===== config.mk =====
export PLATFORM = sky130hd
export DESIGN_NAME = wb_arbiter
export DESIGN_NICKNAME = d
export VERILOG_FILES = /design/src/rtl/wb_arbiter.sv
export SDC_FILE = /design/constraint.sdc
export NUM_CORES = 1
export LEC_CHECK = 0
export BUFFER_PORTS_ARGS = -buffer_cell sky130_fd_sc_hd__clkbuf_2
export CAP_MARGIN = 10
export CORE_UTILIZATION = 58
export DETAILED_ROUTE_END_ITERATION = 8
export GPL_ROUTABILITY_DRIVEN = 0
export PLACE_DENSITY = 0.86
export SLEW_MARGIN = 40
export SYNTH_ARGS = -nofsm -noshare
export SYNTH_HDL_FRONTEND = slang
export SYNTH_SLANG_ARGS = --single-unit
export TNS_END_PERCENT = 1

===== constraint.sdc =====
create_clock -name i_CLK -period 8.8 [get_ports i_CLK]
set_input_delay 2.2 -clock i_CLK [delete_from_list [all_inputs] [get_ports i_CLK]]
set_output_delay 2.2 -clock i_CLK [all_outputs]
set_load 0.05 [all_outputs]

===== src/rtl/wb_arbiter.sv =====
`default_nettype none
// ============================================================================
//  Module   : wb_arbiter
//  Brief    : Writeback arbiter for the single register-file write port.
//             ALU results take priority; in-order load data is buffered and
//             retired when the port is free. Outstanding load destinations
//             are tracked so decode can stall on RAW/WAW hazards.
//  Revision : 1.0 - initial release
// ============================================================================
module wb_arbiter #(
  parameter int QDEPTH = 4
) (
  input  logic        i_CLK,
  input  logic        i_RST,
  input  logic        i_ALU_VALID,
  input  logic [4:0]  i_ALU_RD_PTR,
  input  logic [31:0] i_ALU_DATA,
  input  logic        i_LD_ISSUE,
  input  logic [4:0]  i_LD_RD_PTR,
  input  logic        i_MEM_VALID,
  input  logic [31:0] i_MEM_DATA,
  input  logic [4:0]  i_RS1_PTR,
  input  logic [4:0]  i_RS2_PTR,
  input  logic [4:0]  i_DST_PTR,
  output logic        o_WE,
  output logic [4:0]  o_RD_PTR,
  output logic [31:0] o_RD,
  output logic        o_STALL,
  output logic        o_LD_FULL,
  output logic        o_ERR
);

  // Pointer width indexes the buffers; count width can represent QDEPTH itself.
  localparam int AW = (QDEPTH > 1) ? $clog2(QDEPTH) : 1;
  localparam int CW = AW + 1;
  localparam logic [CW-1:0] c_full = CW'(QDEPTH);

  // State
  logic [4:0]    tag_mem_q  [QDEPTH];
  logic [4:0]    tag_mem_d  [QDEPTH];
  logic [31:0]   data_mem_q [QDEPTH];
  logic [31:0]   data_mem_d [QDEPTH];
  logic [AW-1:0] tag_wr_q,  tag_wr_d;
  logic [AW-1:0] data_wr_q, data_wr_d;
  logic [AW-1:0] rd_ptr_q,  rd_ptr_d;   // shared head: both FIFOs retire together
  logic [CW-1:0] lcnt_q,    lcnt_d;
  logic [CW-1:0] dcnt_q,    dcnt_d;
  logic          we_q,      we_d;
  logic [4:0]    wptr_q,    wptr_d;
  logic [31:0]   wdata_q,   wdata_d;
  logic          err_q,     err_d;

  // Per-cycle events, all judged on pre-update counts
  logic issue_ok, issue_err, resp_ok, resp_err, retire;

  assign o_LD_FULL = (lcnt_q == c_full);
  assign issue_ok  = i_LD_ISSUE  && !o_LD_FULL;
  assign issue_err = i_LD_ISSUE  &&  o_LD_FULL;
  assign resp_ok   = i_MEM_VALID && (dcnt_q < lcnt_q);
  assign resp_err  = i_MEM_VALID && !(dcnt_q < lcnt_q);
  assign retire    = !i_ALU_VALID && (dcnt_q != '0);

  // Hazard detection: compare each live tag entry against the decode pointers.
  logic [QDEPTH-1:0] hit;
  for (genvar gi = 0; gi < QDEPTH; gi++) begin : g_stall
    logic [AW-1:0] offs;
    logic          live;
    // Entry is live when its distance from the head is below the tag count.
    assign offs    = AW'(gi) - rd_ptr_q;
    assign live    = ({1'b0, offs} < lcnt_q);
    assign hit[gi] = live &&
                     (((tag_mem_q[gi] == i_RS1_PTR) && (i_RS1_PTR != 5'd0)) ||
                      ((tag_mem_q[gi] == i_RS2_PTR) && (i_RS2_PTR != 5'd0)) ||
                      ((tag_mem_q[gi] == i_DST_PTR) && (i_DST_PTR != 5'd0)));
  end

  assign o_STALL = (|hit) || o_LD_FULL;

  // Next-state: FIFO pushes/pops, counts, arbitration and sticky error.
  always_comb begin
    tag_mem_d  = tag_mem_q;
    data_mem_d = data_mem_q;
    tag_wr_d   = tag_wr_q;
    data_wr_d  = data_wr_q;
    rd_ptr_d   = rd_ptr_q;
    we_d       = 1'b0;
    wptr_d     = wptr_q;
    wdata_d    = wdata_q;
    err_d      = err_q | issue_err | resp_err;

    if (issue_ok) begin
      tag_mem_d[tag_wr_q] = i_LD_RD_PTR;
      tag_wr_d            = tag_wr_q + AW'(1);
    end
    if (resp_ok) begin
      data_mem_d[data_wr_q] = i_MEM_DATA;
      data_wr_d             = data_wr_q + AW'(1);
    end

    if (i_ALU_VALID) begin
      we_d    = |i_ALU_RD_PTR;
      wptr_d  = i_ALU_RD_PTR;
      wdata_d = i_ALU_DATA;
    end else if (retire) begin
      // A load to x0 still frees its slot but never writes.
      we_d     = (tag_mem_q[rd_ptr_q] != 5'd0);
      wptr_d   = tag_mem_q[rd_ptr_q];
      wdata_d  = data_mem_q[rd_ptr_q];
      rd_ptr_d = rd_ptr_q + AW'(1);
    end

    lcnt_d = lcnt_q + {{AW{1'b0}}, issue_ok} - {{AW{1'b0}}, retire};
    dcnt_d = dcnt_q + {{AW{1'b0}}, resp_ok}  - {{AW{1'b0}}, retire};
  end

  // State registers; reset discards every outstanding load and buffered word.
  always_ff @(posedge i_CLK or posedge i_RST) begin
    if (i_RST) begin
      for (int i = 0; i < QDEPTH; i++) begin
        tag_mem_q[i]  <= 5'd0;
        data_mem_q[i] <= 32'd0;
      end
      tag_wr_q  <= '0;
      data_wr_q <= '0;
      rd_ptr_q  <= '0;
      lcnt_q    <= '0;
      dcnt_q    <= '0;
      we_q      <= 1'b0;
      wptr_q    <= 5'd0;
      wdata_q   <= 32'd0;
      err_q     <= 1'b0;
    end else begin
      tag_mem_q  <= tag_mem_d;
      data_mem_q <= data_mem_d;
      tag_wr_q   <= tag_wr_d;
      data_wr_q  <= data_wr_d;
      rd_ptr_q   <= rd_ptr_d;
      lcnt_q     <= lcnt_d;
      dcnt_q     <= dcnt_d;
      we_q       <= we_d;
      wptr_q     <= wptr_d;
      wdata_q    <= wdata_d;
      err_q      <= err_d;
    end
  end

  assign o_WE     = we_q;
  assign o_RD_PTR = wptr_q;
  assign o_RD     = wdata_q;
  assign o_ERR    = err_q;

endmodule
`default_nettype wire


# Yosys cells after proc, flatten, opt, wreduce, memory -nomap -nowiden
# Cells that the tools add are included.
dict set report word_totals {
  regBits 199
  latchBits 0
  mem_bits_rw 0
  rom_bits 0
  inputBits 94
  out_inout_bits 41
  elab_cells 119
  memories 0
}
dict set report classes {
  add_sub_neg 11
  multipliers 0
  n_div 0
  n_lt_le_gt_ge 10
  eq_ne 13
  n_shift 0
  muxes 18
  n_bitwise 6
  n_reduce_logical 44
}
# operator count
set op_table {}
lappend op_table {{$mux 32} 5}
lappend op_table {{$bwmux 128} 1}
lappend op_table {{$bmux 32 s2} 1}
lappend op_table {{$demux 32 s2} 1}
lappend op_table {{$eq 5x5->1} 12}
lappend op_table {{$mux 5} 5}
lappend op_table {{$logic_and 1x1->1} 23}
lappend op_table {{$bwmux 20} 1}
lappend op_table {{$reduce_bool 5->1} 4}
lappend op_table {{$lt 2x3->1} 4}
lappend op_table {{$bmux 5 s2} 1}
lappend op_table {{$demux 5 s2} 1}
lappend op_table {{$ge 3x3->1 const B} 3}
lappend op_table {{$logic_or 1x1->1} 9}
lappend op_table {{$not 2->3} 3}
lappend op_table {{$add 2x1->2 const B} 3}
lappend op_table {{$add 3x1->3} 2}
lappend op_table {{$lt 3x1->1 const B} 2}
lappend op_table {{$sub 3x1->3} 2}
lappend op_table {{$reduce_or 5->1} 1}
lappend op_table {{$reduce_or 4->1} 1}
lappend op_table {{$sub 1x2->2 const A} 2}
lappend op_table {{$sub 2x2->2 const A} 2}
lappend op_table {{$eq 3x3->1 const B} 1}
lappend op_table {{8 further kinds} 12}

# Depth between registers and ports, before layout
# Gate-level depths: netlist of the first run.
dict set report depth {
  depth_word 7
  mapped_depth 11
  depth_no_buf 10
}

# Least setup slack after synthesis of the first run
# No wires, ideal clock.
dict set report synth_timing {
  kind {input-to-output}
  startpoint {input i_RS1_PTR[1]}
  endpoint {output o_STALL}
  t_arrival_ns 3.981
  required_ns 6.600
  slack_ns 2.619
  cell_stages 6
  path_buffers 1
  cell_sequence {clkbuf_1 > or4_1 > nor2_1 > nor4_1 > o41ai_1 > nand4_1}
}
dict set report synth_between {
  elab_chain_len 7
  elab_cells_between_ends 23
  cone_classes {eq/ne: 4; reduce/logical: 19}
}
# element line_no
set synth_lines {}
lappend synth_lines {{start, declared} 22} ;# input logic [4:0] i_RS1_PTR,
lappend synth_lines {{$eq 5x5->1 or $reduce_bool 5->1 (tied branches)} 72} ;# (((tag_mem_q[gi] == i_RS1_PTR) && (i_RS1_PTR != 5'd0)) ||
lappend synth_lines {{$logic_and 1x1->1} 72}
lappend synth_lines {{$logic_or 1x1->1} 72}
lappend synth_lines {{$logic_or 1x1->1} 73} ;# ((tag_mem_q[gi] == i_RS2_PTR) && (i_RS2_PTR != 5'd0)) ||
lappend synth_lines {{$logic_and 1x1->1} 71} ;# assign hit[gi] = live &&
lappend synth_lines {{$reduce_or 4->1 (*)} 77} ;# assign o_STALL = (|hit) || o_LD_FULL;
lappend synth_lines {{$logic_or 1x1->1 (*)} 77}
lappend synth_lines {{end, declared} 28} ;# output logic o_STALL,
# Every way passes the cells marked *; elsewhere a longest branch is shown, timed or not.

# Worst setup path in the final report of the first run
# Same ends and word-level chain as after synthesis.

==> results of run 1 <==
## cell type report
cell class                 instances  area [µm²]
antenna                            1        2.50
tap                              216         270
timing repair buffer             143         746
sequential                       199        4980
multi-input combinational        447        4420
fill                            1168        4950
inverter                          22        95.1
clock inverter                    15         218
clock buffer                      17         425
## cells in the final DEF (no fill, tap or decap), drive strengths merged, types with 5 or more instances in the layout
cell type and instances:
dfrtp 199, clkbuf 151, mux2 148, nand2 46, xnor2 42, o21ai 38, mux4 37, mux2i 32
xor2 27, inv 27, ha 18, nor4 13, nand3 12, buf 9, a222oi 5, or4 5
a21oi 5, clkinv 5
## state kept, by name, indices dropped and copies added (netlist names)
signal	flops
tag_wr_q	2
dcnt_q	3
tag_mem_q	20
lcnt_q	3
o_WE	1
o_RD_PTR	5
o_RD	32
data_mem_q	128
o_ERR	1
data_wr_q	2
rd_ptr_q	2
## metal layers
layer / vias to the layer above / wire (µm)
met5: - / 0
met4: 0 / 546
met3: 43 / 1030
met2: 177 / 9900
met1: 3087 / 8780
li1: 2784 / -
## tightest hold or removal path: stages (launching register included)
cell and delay (ps):
dfrtp_1 340, nand2_1 40, o21ai_0 60
## through the flow
step,hold WS (ps),util [%],area (µm²),instances
detailed placement,468,65.3,10500,1027
global route,502,69.3,11200,1060
finish,479,69.3,11200,1060
global placement,461,65.2,10500,1027
CTS,485,69.2,11200,1059
floorplan,459,-,9690,717
## final timing paths
path                         startpoint               to  slack, ps  depth (start not counted)
max reg2reg                   lcnt_q[1]        dcnt_q[2]       5840                         10
max in group asynchronous         i_RST  data_mem_q[100]       5800                          3
min reg2reg                     o_RD[3]          o_RD[3]        480                          2
min in group asynchronous         i_RST   data_mem_q[24]       1910                          2
max                        i_RS1_PTR[1]          o_STALL       2630                          7
min                             o_RD[3]          o_RD[3]        480                          2
## report_power, final
group          internal [µW]  switching [µW]
registers               1380             375
logic                    880            1020
clock network            484             357
## cell families (layout without fill, tap and decap cells)
| group | count (synthesis) | count (layout) |
|---|---|---|
| fa+ha+maj | 20 | 20 |
| buf+inv | 71 | 197 |
| compound gates | 55 | 55 |
| xor+xnor | 69 | 69 |
| mux | 217 | 217 |
| flops | 199 | 199 |
| other cells | 0 | 1 |
| simple gates | 86 | 86 |
==> impl_metrics.py, run 1 <==
metrics = {
    "detailed_routing": {
        "ant_nets": 0,
        "wl_per_cell_um": 19.1,
        "drt_iter0_drc": 364,
        "routed_via_density": 5.75,
        "drc": 0,
        "totalWireLength_mm": 20.3,
        "dr.pass1.iters": 5,
        "vias": 6091,
    },
    "global_routing": {
        "antenna_found_initial": 1,
        "track_usage_pct": 25.6,
        "gr-usage-met1_pct": 33.6,
        "grt_pass1_vias": 6548,
        "top_usage_layer": "met2",
        "grt_pass1_wl_mm": 34.2,
        "grt_max_degree": 127,
        "overflow": 0,
        "grt_use_met2_pct": 41.5,
        "use_met3_pct": 5.48,
    },
    "power": {
        "ir_drop_mv": 0.199,
        "power_leakage_uw": 0.00503,
        "p_per_area_nw_per_um2": 403,
        "finalPower_uw": 4500,
    },
    "yosys": {
        "synthTopCellsByArea": "dfrtp_1 51%, mux2_1 14%, mux4_2 8.6%",
        "syn_inst": 717,
        "synthSimpleGateAreaFrac_pct": 4.15,
        "synth.cell_area_um2": 9690,
        "synth_cell_types": 31,
        "synth_mux_area_share_pct": 29.1,
        "synth-compound-area-share_pct": 3.37,
        "synth_fa_ha_area_share_pct": 2.74,
        "synth.most_common_cell": "dfrtp_1",
        "syn-mean-instance-area_um2": 13.5,
        "yosysTopAreaCellShare_pct": 51.4,
        "async_flop_share_pct": 100,
        "synthTopCellsByCount": "199 x dfrtp_1, 120 x mux2_1, 46 x nand2_1, 42 x xnor2_1",
        "synthXorXnorAreaFrac_pct": 6.24,
        "yosys.area.top_type": "dfrtp_1",
        "synth_enable_flop_cells": 0,
        "synth_top_family_by_area": "multiplexers",
        "syn_nets": 831,
        "ys_warn_count": 0,
        "synth_seq_cells": 199,
        "dominantRegCellSynth": "dfrtp_1",
        "ys_seq_area_share_pct": 51.4,
    },
    "cts": {
        "h-tree-depth": 4,
        "cts_resized": 0,
        "hold_buffers": 0,
        "numClockSinks": 199,
        "cts_buffers": 17,
        "clkTransAtPathRegs_ps": 70,
        "cts-root-buf": "clkbuf_16",
        "cts_tree": "done",
        "post-cts-setup-buffers": 0,
        "clockBufferDepth": 2,
        "clk_latency_ps": 430,
    },
    "sta": {
        "drv_slew": 0,
        "max_slew_margin_pct": 51.8,
        "worst_pin_slew_ps": 721,
        "finClkSkew_ps": 9.32,
        "timing.final.crit_share_pct": 70.1,
        "rsz0062_at_grt": "false",
        "setup_viol": 0,
        "min_period_ps": 6170,
        "worst_slack_ps": 2630,
        "fmax_ghz": 0.162,
        "hold_viol_final": 0,
        "tns_ps": 0,
    },
    "floorplan": {
        "ioPinCount": 135,
        "die_height_um": 131,
        "row_count": 46,
        "die_w_um": 131,
        "dieArea_um2": 17200,
        "coreArea_um2": 16100,
        "initial_core_util_pct": 60.1,
    },
    "setup_path": {
        "cpPeakStageDelay_ps": 520,
        "crit_top_cell": "clkbuf_2",
        "path_max_fanout": 5,
        "worstPathArrival_ps": 3970,
        "startpoint_type": "input pin",
        "worst-path-buf-inv": 2,
        "cp_top_family": "simple AND/OR/NAND/NOR gates",
        "cp_cell_sequence": "clkbuf_2, or4_1, nor2_1, nor4_1, o41ai_1, nand4_1, clkbuf_2",
        "worstPathRequired_ps": 6600,
        "crit_slowest_cell": "or4_1",
        "path_class": "input pin to output pin",
        "cp-end-kind": "output pin",
    },
    "layout": {
        "final_layout_size_suffix_gt1_share_pct": 29.1,
        "syn_to_final_growth_pct": 15.3,
        "nets": 944,
    },
    "hold_path": {
        "hp-class": "register to register",
    },
    "placed_design": {
        "post-place-ws_ps": 2650,
        "dp_hpwl_mm": 13.4,
        "port_buffers": 134,
    },
    "run": {
        "max_cap_viol_count": 0,
    },
    "status": {
        "status": "complete, no violations",
    },
}
Note: power is estimated with default switching activity, not from simulation.
==> run 2, diff against run 1 <==
- CORE_UTILIZATION: 58 -> 52
- PLACE_DENSITY: 0.86 -> 0.82
- clock period: 8.8 -> 5.5 ns (I/O delays scaled with it)
==> run 2 against run 1 <==
The run now ends with design-rule violations left. Global-route usage down 3.4 points. Sequential share of layout area up 0.21 points. First-iteration DRC count up 8.5%. Total power up 55%. Setup slack worse by 1600 ps. Combinational power up 58%. Hold slack worse by 2.0 ps. Non-clock buffer count down 2. Utilization down 7.9 points. Critical endpoint unchanged.
==> impl_metrics.py, run 2 (synthesis results as in run 1) <==
metrics = {
    "power": {
        "p_per_area_nw_per_um2": 629,
        "power_leakage_uw": 0.00503,
        "ir_drop_mv": 0.333,
    },
    "sta": {
        "max_slew_margin_pct": 46.9,
        "tns_ps": 0,
        "fmax_ghz": 0.222,
        "hold_viol_final": 0,
        "fin_hold_ws_ps": 477,
        "timing.final.crit_share_pct": 81.9,
        "min_period_ps": 4510,
        "setup_viol": 0,
        "rsz0062_at_grt": "false",
        "drv_slew": 0,
        "finClkSkew_ps": 11.4,
        "worst_pin_slew_ps": 791,
    },
    "cts": {
        "clk_latency_ps": 430,
        "h-tree-depth": 4,
        "hold_buffers": 0,
        "cts_resized": 0,
        "clkTransAtPathRegs_ps": 70,
        "cts-root-buf": "clkbuf_16",
        "cts_buffers": 17,
        "numClockSinks": 199,
        "clockBufferDepth": 2,
        "post-cts-setup-buffers": 0,
        "cts_tree": "done",
    },
    "layout": {
        "final_cell_mix": "197 x dfrtp_1, 134 x clkbuf_2, 120 x mux2_1",
        "final_layout_size_suffix_gt1_share_pct": 29.3,
        "utilization_pct": 61.4,
        "post_layout_nonfiller_instances": 1070,
        "fillCellCount": 1401,
        "diodes": 0,
        "regArea_um2": 4980,
        "syn_to_final_growth_pct": 14.7,
        "multi_input_area_um2": 4460,
        "largest_reg_flops": 128,
        "nets": 942,
        "regMostFlops": "data_mem_q",
        "final_common_cell": "dfrtp_1",
    },
    "detailed_routing": {
        "drc": 20,
        "dr.pass1.iters": 7,
        "routed_via_density": 5.61,
        "drt_iter0_drc": 395,
        "ant_nets": 0,
        "wl_per_cell_um": 18.4,
        "totalWireLength_mm": 19.7,
        "vias": 6003,
    },
    "global_routing": {
        "grt_max_degree": 130,
        "antenna_found_initial": 1,
        "grt_pass1_wl_mm": 32.9,
        "track_usage_pct": 22.2,
        "grt_pass1_vias": 6333,
        "overflow": 0,
    },
    "setup_path": {
        "worst-path-buf-inv": 2,
        "worstPathRequired_ps": 4120,
        "startpoint_type": "input pin",
        "path_max_fanout": 5,
        "cp_cell_sequence": "clkbuf_2, or4_1, nor2_1, nor4_1, o41ai_1, nand4_1, clkbuf_2",
        "path_class": "input pin to output pin",
        "worstPathArrival_ps": 3130,
        "crit_slowest_cell": "or4_1",
        "cp-end-kind": "output pin",
        "crit_top_cell": "clkbuf_2",
        "cp_top_family": "simple AND/OR/NAND/NOR gates",
        "cpPeakStageDelay_ps": 530,
    },
    "floorplan": {
        "die_w_um": 138,
        "coreArea_um2": 18100,
        "ioPinCount": 135,
        "row_count": 49,
        "initial_core_util_pct": 53.6,
        "dieArea_um2": 19200,
        "die_height_um": 138,
    },
    "placed_design": {
        "dp.cells": 1038,
        "dp_hpwl_mm": 13.2,
        "port_buffers": 134,
    },
    "hold_path": {
        "hp-class": "register to register",
    },
    "run": {
        "max_cap_viol_count": 0,
    },
    "status": {
        "status": "finished with violations",
        "violations": "design-rule violations",
    },
}
[run 2: changes by cell type in the layout (fill, tap and decap cells not counted), moves of 2 or more]
cell	before	now
buf_4	7	5
bufinv_16	4	0
clkbuf_8	0	2
inv_6	4	2
nand2_1	46	42
clkinv_4	2	4
clkinv_2	2	4
nand2_4	0	4
[run 2: power breakdown]
| group | internal [µW] | total, µW | switching (µW) | leakage (µW) |
|---|---|---|---|---|
| registers | 2210 | 2810 | 602 | 0.00238 |
| clock network | 612 | 1160 | 552 | 0.000278 |
| logic | 1410 | 3010 | 1600 | 0.00237 |
| total | 4230 | 6990 | 2750 | 0.00503 |
[run 2: layout make-up]
cell class / count / share of cell area, %
tap: 229 / 2.58
timing repair buffer: 141 / 6.66
clock inverter: 12 / 0.856
multi-input combinational: 447 / 40.2
sequential: 199 / 44.9
clock buffer: 20 / 4.11
inverter: 22 / 0.777
[run 2: worst paths after layout]
path                                    from             end  slack [ps]  depth (start not counted)
worst max register to register     lcnt_q[1]       dcnt_q[2]        2540                         10
min in group asynchronous              i_RST        o_RD[25]        1130                          3
worst max-delay path            i_RS1_PTR[1]         o_STALL         990                          7
worst min register to register       o_RD[0]         o_RD[0]         480                          2
worst min-delay path                 o_RD[0]         o_RD[0]         480                          2
max in group asynchronous              i_RST  data_mem_q[63]        3840                          3
[run 2: stage by stage]
stage	area, µm²	worst slack, ps	total power [µW]
final	11100	994	6990
after global routing	11100	805	7440
after floorplan	9690	969	5070
after global placement	10500	1010	5730
after CTS	11100	994	7070
after detailed placement	10600	996	5880
[run 2: layer usage]
layer | share of wire, % | vias to the layer above | routed length [µm] | GRT usage (%)
li1 | - | 2785 | - | -
met1 | 43 | 3048 | 8480 | 28.4
met2 | 50 | 144 | 9950 | 37.3
met3 | 5.0 | 24 | 994 | 5.09
met4 | 1.3 | 2 | 266 | 7.45
met5 | 0.056 | - | 11 | 0
[run 2: worst register-to-register path, cell delays in order, from the launching register on]
cell and delay, ps:
dfrtp_1 380, inv_1 230, ha_1 290, a21o_1 200, a211oi_4 590, inv_1 100
ha_1 300, inv_1 40, ha_1 180, fa_1 400, xnor2_1 140
